<file path="config.mk">
export PLATFORM = sky130hd
export DESIGN_NAME = id_ex_issue
export DESIGN_NICKNAME = d
export VERILOG_FILES = /design/src/rtl/risc_pkg.sv /design/src/rtl/instr_decode.sv /design/src/rtl/id_ex_issue.sv
export SDC_FILE = /design/constraint.sdc
export NUM_CORES = 1
export LEC_CHECK = 0
export ABC_AREA = 1
export BUFFER_PORTS_ARGS = -buffer_cell sky130_fd_sc_hd__buf_2
export CORE_UTILIZATION = 48
export DETAILED_ROUTE_END_ITERATION = 10
export PLACE_DENSITY = 0.78
export SLEW_MARGIN = 20
export SYNTH_ARGS = -nofsm -noshare
export SYNTH_HDL_FRONTEND = slang
export SYNTH_SLANG_ARGS = --single-unit
export TNS_END_PERCENT = 30
</file>
<file path="constraint.sdc">
create_clock -name clk -period 2.1 [get_ports clk]
set_input_delay 0.105 -clock clk [delete_from_list [all_inputs] [get_ports clk]]
set_output_delay 0.105 -clock clk [all_outputs]
set_load 0.01 [all_outputs]
</file>
<file path="src/rtl/risc_pkg.sv">
// risc_pkg: shared opcode, ALU operation and instruction field definitions
package risc_pkg;
  localparam int OP_HI  = 31;
  localparam int OP_LO  = 26;
  localparam int RD_HI  = 25;
  localparam int RD_LO  = 22;
  localparam int RS1_HI = 21;
  localparam int RS1_LO = 18;
  localparam int RS2_HI = 17;
  localparam int RS2_LO = 14;
  localparam int IMM_HI = 13;
  localparam int IMM_LO = 0;
  localparam int IMM_W  = IMM_HI - IMM_LO + 1;
  typedef enum logic [5:0] {
    OP_ADD  = 6'd0,
    OP_SUB  = 6'd1,
    OP_OR   = 6'd2,
    OP_NOR  = 6'd3,
    OP_AND  = 6'd4,
    OP_ADDI = 6'd5,
    OP_ORI  = 6'd6,
    OP_ANDI = 6'd7,
    OP_BEQ  = 6'd8,
    OP_BNE  = 6'd9,
    OP_LW   = 6'd10,
    OP_SW   = 6'd11
  } opcode_e;
  localparam logic [2:0] ALU_ADD = 3'b000;
  localparam logic [2:0] ALU_SUB = 3'b001;
  localparam logic [2:0] ALU_OR  = 3'b010;
  localparam logic [2:0] ALU_NOR = 3'b011;
  localparam logic [2:0] ALU_AND = 3'b100;
  typedef struct packed {
    logic [2:0] aluop;
    logic       use_imm;
    logic       uses_rs2;
    logic       regwrite;
    logic       memread;
    logic       memwrite;
    logic       branch;
    logic       branch_ne;
    logic       illegal;
  } ctrl_t;
endpackage

</file>
<file path="src/rtl/instr_decode.sv">
// instr_decode: combinational opcode to control, ALU operation and immediate decode
module instr_decode
  import risc_pkg::*;
(
  input  logic [5:0]       op,
  input  logic [3:0]       rd,
  input  logic [IMM_W-1:0] imm,
  output ctrl_t            ctrl,
  output logic [31:0]      imm_ext
);
  // undefined opcodes fall through with every control bit left at zero
  always_comb begin
    ctrl = '0;
    case (op)
      OP_ADD, OP_ADDI, OP_LW, OP_SW: ctrl.aluop = ALU_ADD;
      OP_SUB, OP_BEQ, OP_BNE:        ctrl.aluop = ALU_SUB;
      OP_OR, OP_ORI:                 ctrl.aluop = ALU_OR;
      OP_NOR:                        ctrl.aluop = ALU_NOR;
      OP_AND, OP_ANDI:               ctrl.aluop = ALU_AND;
      default:                       ctrl.illegal = 1'b1;
    endcase
    ctrl.use_imm   = op inside {OP_ADDI, OP_ORI, OP_ANDI, OP_LW, OP_SW};
    ctrl.uses_rs2  = op inside {[OP_ADD:OP_AND], OP_BEQ, OP_BNE, OP_SW};
    ctrl.regwrite  = (op <= OP_ANDI || op == OP_LW) && rd != 4'd0;
    ctrl.memread   = op == OP_LW;
    ctrl.memwrite  = op == OP_SW;
    ctrl.branch    = op inside {OP_BEQ, OP_BNE};
    ctrl.branch_ne = op == OP_BNE;
    imm_ext = op inside {OP_ORI, OP_ANDI} ? {{(32-IMM_W){1'b0}}, imm} : {{(32-IMM_W){imm[IMM_W-1]}}, imm};
  end
endmodule

</file>
<file path="src/rtl/id_ex_issue.sv">
// id_ex_issue: decode/issue stage with ID/EX pipeline register and load-use interlock
module id_ex_issue
  import risc_pkg::*;
(
  input  logic        clk,
  input  logic        rst,
  input  logic [31:0] instr,
  input  logic        in_valid,
  output logic        in_ready,
  output logic [3:0]  rf_raddr1,
  output logic [3:0]  rf_raddr2,
  input  logic [31:0] rf_rdata1,
  input  logic [31:0] rf_rdata2,
  input  logic        flush,
  input  logic        ex_ready,
  output logic        ex_valid,
  output logic [2:0]  ex_aluop,
  output logic [31:0] ex_bus_a,
  output logic [31:0] ex_bus_b,
  output logic [31:0] ex_store_data,
  output logic [3:0]  ex_rd,
  output logic        ex_regwrite,
  output logic        ex_memread,
  output logic        ex_memwrite,
  output logic        ex_branch,
  output logic        ex_branch_ne,
  output logic        illegal
);
  ctrl_t       ctrl;
  logic [31:0] imm_ext;
  logic [3:0]  rd, rs1, rs2;
  logic        stall, load_use, accept;
  assign rd  = instr[RD_HI:RD_LO];
  assign rs1 = instr[RS1_HI:RS1_LO];
  assign rs2 = instr[RS2_HI:RS2_LO];
  assign rf_raddr1 = rs1;
  assign rf_raddr2 = rs2;
  instr_decode u_dec (
    .op      (instr[OP_HI:OP_LO]),
    .rd      (rd),
    .imm     (instr[IMM_HI:IMM_LO]),
    .ctrl    (ctrl),
    .imm_ext (imm_ext)
  );
  assign stall    = ex_valid && !ex_ready;
  assign load_use = ex_valid && ex_memread && ex_rd != 4'd0 &&
                    (ex_rd == rs1 || (ex_rd == rs2 && ctrl.uses_rs2));
  assign in_ready = !rst && !flush && !stall && !load_use;
  assign accept   = in_valid && in_ready;
  // ID/EX register: accepted instructions load, otherwise drain or hold; data survives invalidation
  always_ff @(posedge clk) begin
    if (rst) begin
      ex_valid      <= 1'b0;
      ex_aluop      <= '0;
      ex_bus_a      <= '0;
      ex_bus_b      <= '0;
      ex_store_data <= '0;
      ex_rd         <= '0;
      ex_regwrite   <= 1'b0;
      ex_memread    <= 1'b0;
      ex_memwrite   <= 1'b0;
      ex_branch     <= 1'b0;
      ex_branch_ne  <= 1'b0;
      illegal       <= 1'b0;
    end else begin
      illegal <= accept && ctrl.illegal;
      if (accept) begin
        ex_valid      <= 1'b1;
        ex_aluop      <= ctrl.aluop;
        ex_bus_a      <= rf_rdata1;
        ex_bus_b      <= ctrl.use_imm ? imm_ext : rf_rdata2;
        ex_store_data <= rf_rdata2;
        ex_rd         <= rd;
        ex_regwrite   <= ctrl.regwrite;
        ex_memread    <= ctrl.memread;
        ex_memwrite   <= ctrl.memwrite;
        ex_branch     <= ctrl.branch;
        ex_branch_ne  <= ctrl.branch_ne;
      end else if (flush || !stall) begin
        ex_valid <= 1'b0;
      end
    end
  end
endmodule

</file>
==> impl_metrics.tcl <==
set metrics [dict create \
    cp_cell_sequence "dlygate4sd3_1 -> buf_2 -> or2_2 -> nor2_2 -> buf_4 -> a21boi_0 -> buf_2" \
    clockBufferDepth 2 \
    slowest_delay_ps 530 \
    crit_family "buffers and inverters" \
    cts_tree "yes" \
    min_to "ex_store_data[13]" \
    ys_types 26 \
    synth_top_area_share_pct 41.93 \
    mostFrequentLayoutCells "284 x nand2_1, 219 x buf_2, 212 x nor2_1" \
    gp_congestion 0.9378 \
    critical_path.most_common_cell "buf_2" \
    worstPathRequired_ps 2000 \
    peakVddDrop_mv 0.3437 \
    groute.usage.overall_pct 25.20 \
    place_inst 1161 \
    fp.dieW_um 106.6 \
    drv_cap 0 \
    netlist_instances 846 \
    holdPathStages 3 \
    hold_start "rf_rdata2[13]" \
    reg2regPathDepth 8 \
    yosys.area.top_type "dfxtp_1" \
    synth_top_family_by_area "simple AND/OR/NAND/NOR gates" \
    yosysWarnings 0 \
    io_buffers 219 \
    cts_setup_buffers 0 \
    stdcell_count 1245 \
    grt_first_pass_wirelength_um 23130 \
    num-nets-final 1205 \
    setup-violations-final 0 \
    initial_core_util_pct 50.19 \
    rows 37 \
    seqPwrFrac_pct 50.8 \
    overflow 0 \
    wl_per_cell_um 11.71 \
    cts.root.buffer_cell "clkbuf_8" \
    first_global_vias 5117 \
    synthXorXnorAreaFrac_pct 0.8339 \
    crit_type "input port to output pin" \
    drc 0 \
    rsz0062_at_grt "no" \
    combPwrFrac_pct 18.8 \
    hold_path_class "input port to flip-flop" \
    layout-drive-gt1-share_pct 22.90 \
    hold_violations 0 \
    drtIter0Drc 313 \
    tightest_slew_ps 478.4 \
    synth_nets 947 \
    yosys.area_share.simple_pct 41.34 \
    pwr-share-clk_pct 30.3 \
    fin_crit_ps 1921 \
    cts_sinks 110 \
    crit_slowest_cell "dlygate4sd3_1" \
    drt_first_pass_iters 6 \
    grt_max_degree 109 \
    power.switching_fraction_pct 28.82 \
    cts_made_buffers 9 \
    netlist_area_um2 5251 \
    seq_area_um2 2202 \
    rr_startpoint "ex_rd[2]" \
    ios 220 \
    max_clock_freq_mhz 520.4 \
    yosysSeqAreaShare_pct 41.93 \
    synthMuxAreaShare_pct 0 \
    final_common_cell "nand2_1" \
    die_h_um 106.6 \
    synthAdderAreaFrac_pct 0 \
    fp.dieArea_um2 11360 \
    core_area_um2 10460 \
    p_switching_mw 1.275 \
    fin_crit_sh_pct 91.50 \
    synth_compound_area_share_pct 1.144 \
    ys_ff_latch 110 \
    avgSynthCellArea_um2 6.207 \
    leakage_nw 4.353 \
    rr_endpoint "ex_bus_a[7]" \
    final.setup_skew_ps 19.49 \
    insertion_delay_ps 370 \
    cts.clk_slew.worst_paths_ps 90 \
    cts-htree-levels 3 \
    antenna_found_initial 0 \
    multi_input_area_um2 2277 \
    slew_headroom_pct 68.11 \
    drt-total-wl_um 14580 \
    p_int_mw 3.150 \
    ant_nets 0 \
    timing.critical_path.buf_inv 4 \
    fillers 924 \
    n_antenna_cell 0 \
    fin_tns_setup_ps 0 \
    dp_hpwl_um 9301 \
    num_vias 5612 \
    syn2layout_area_growth_pct 37.48 \
    crit_path_max_fanout 5 \
    crit_path_start_kind "input port" \
    power_density_nw_per_um2 613.0 \
    outcome "completed" \
    vias_per_cell 4.508 \
    synth_area_leaders "dfxtp_1 42%, nand2_1 20%, nor2_1 15%" \
    endpoint_kind "output pin" \
    worst-r2r-setup-slack_ps 200 \
    cp.arrival_ps 1820 \
    drv_slew 0 \
]
[metal layers]
| metal | GRT usage (%) | vias up | routed length, um | share of wire (%) |
|---|---|---|---|---|
| met5 | 0 | - | 0 | 0 |
| met4 | 11.06 | 0 | 478 | 3.3 |
| met3 | 5.897 | 37 | 954 | 6.5 |
| met2 | 43.82 | 201 | 7085 | 49 |
| met1 | 29.44 | 2408 | 6057 | 42 |
| li1 | - | 2966 | - | - |
[cell usage after synthesis (all sizes together)]
cell type and count:
buf 34, a41oi 1, a21boi 1, nand2 286, o31ai 2, o21ai 3, clkbuf 16, inv 122
o41ai 1, xnor2 5, dfxtp 110, or2 1, nand4 6, a21oi 1, nor2 214, nand3 43
[sequential cells by signal, summed over array words and instances (netlist names)]
signal,cells
ex_branch_ne,1
ex_memread,1
ex_rd,4
ex_branch,1
ex_memwrite,1
ex_bus_a,32
ex_regwrite,1
ex_store_data,32
illegal,1
ex_aluop,3
ex_valid,1
ex_bus_b,32
[power by group through the flow]
stage,Combinational [mW],Clock [mW],Sequential (mW)
3_5_place_dp,0.724,0,2.30
3_3_place_gp,0.720,0,2.29
2_1_floorplan,0.386,0,2.35
4_1_cts,0.826,1.38,2.25
5_1_grt,0.934,1.44,2.26
6_report,0.834,1.34,2.25
[logic make-up after synthesis]
family	Yosys count
AO/OA/AOI/OAI	9
XOR/XNOR	5
buffers and inverters	172
flip-flops	110
AND/OR/NAND/NOR	550
[per-stage QoR]
stage | power (mW) | setup WS, ps | instance area, um2 | hold slack, ps | util [%]
CTS | 4.452 | 69.22 | 7217 | 14.82 | 68.98
global route | 4.638 | 61.18 | 7219 | 5.385 | 69.00
floorplan | 2.736 | 574.0 | 5251 | 204.9 | -
detailed placement | 3.021 | 268.8 | 6327 | 312.7 | 60.48
global placement | 3.010 | 340.8 | 6327 | 318.6 | 60.48
finish | 4.425 | 178.6 | 7219 | 31.60 | 69.00
[worst max-delay path by stage]
stage,slack (ps),startpoint,cells after the start,end
3_3_place_gp,340,ex_rd[1],8,ex_bus_a[6]
5_1_grt,60,flush,7,in_ready
6_report,180,flush,7,in_ready
2_1_floorplan,570,ex_rd[2],9,ex_store_data[16]
4_1_cts,70,flush,7,in_ready
3_5_place_dp,270,ex_rd[1],8,ex_bus_a[6]
[tightest hold or removal path: cells and delay by family]
kind | cells | cell delay (ps)
and+or+nand+nor | 2 | 150
buffers and inverters | 1 | 100
[what timing repair did]
action	in CTS	in global routing
hold buffers	68	0
setup endpoints to repair	0	1
resized for setup	0	1
endpoints found under the hold margin	67	0
[final cells by class]
type / count / area share [%]
clock buffers: 10 / 1.768
clock inverters: 6 / 1.127
inverters: 122 / 6.360
multi-input cells: 564 / 31.54
flip-flops and latches: 110 / 30.50
well taps: 136 / 2.357
repair buffers: 297 / 26.34
Note: power is estimated with default switching activity, not from simulation.
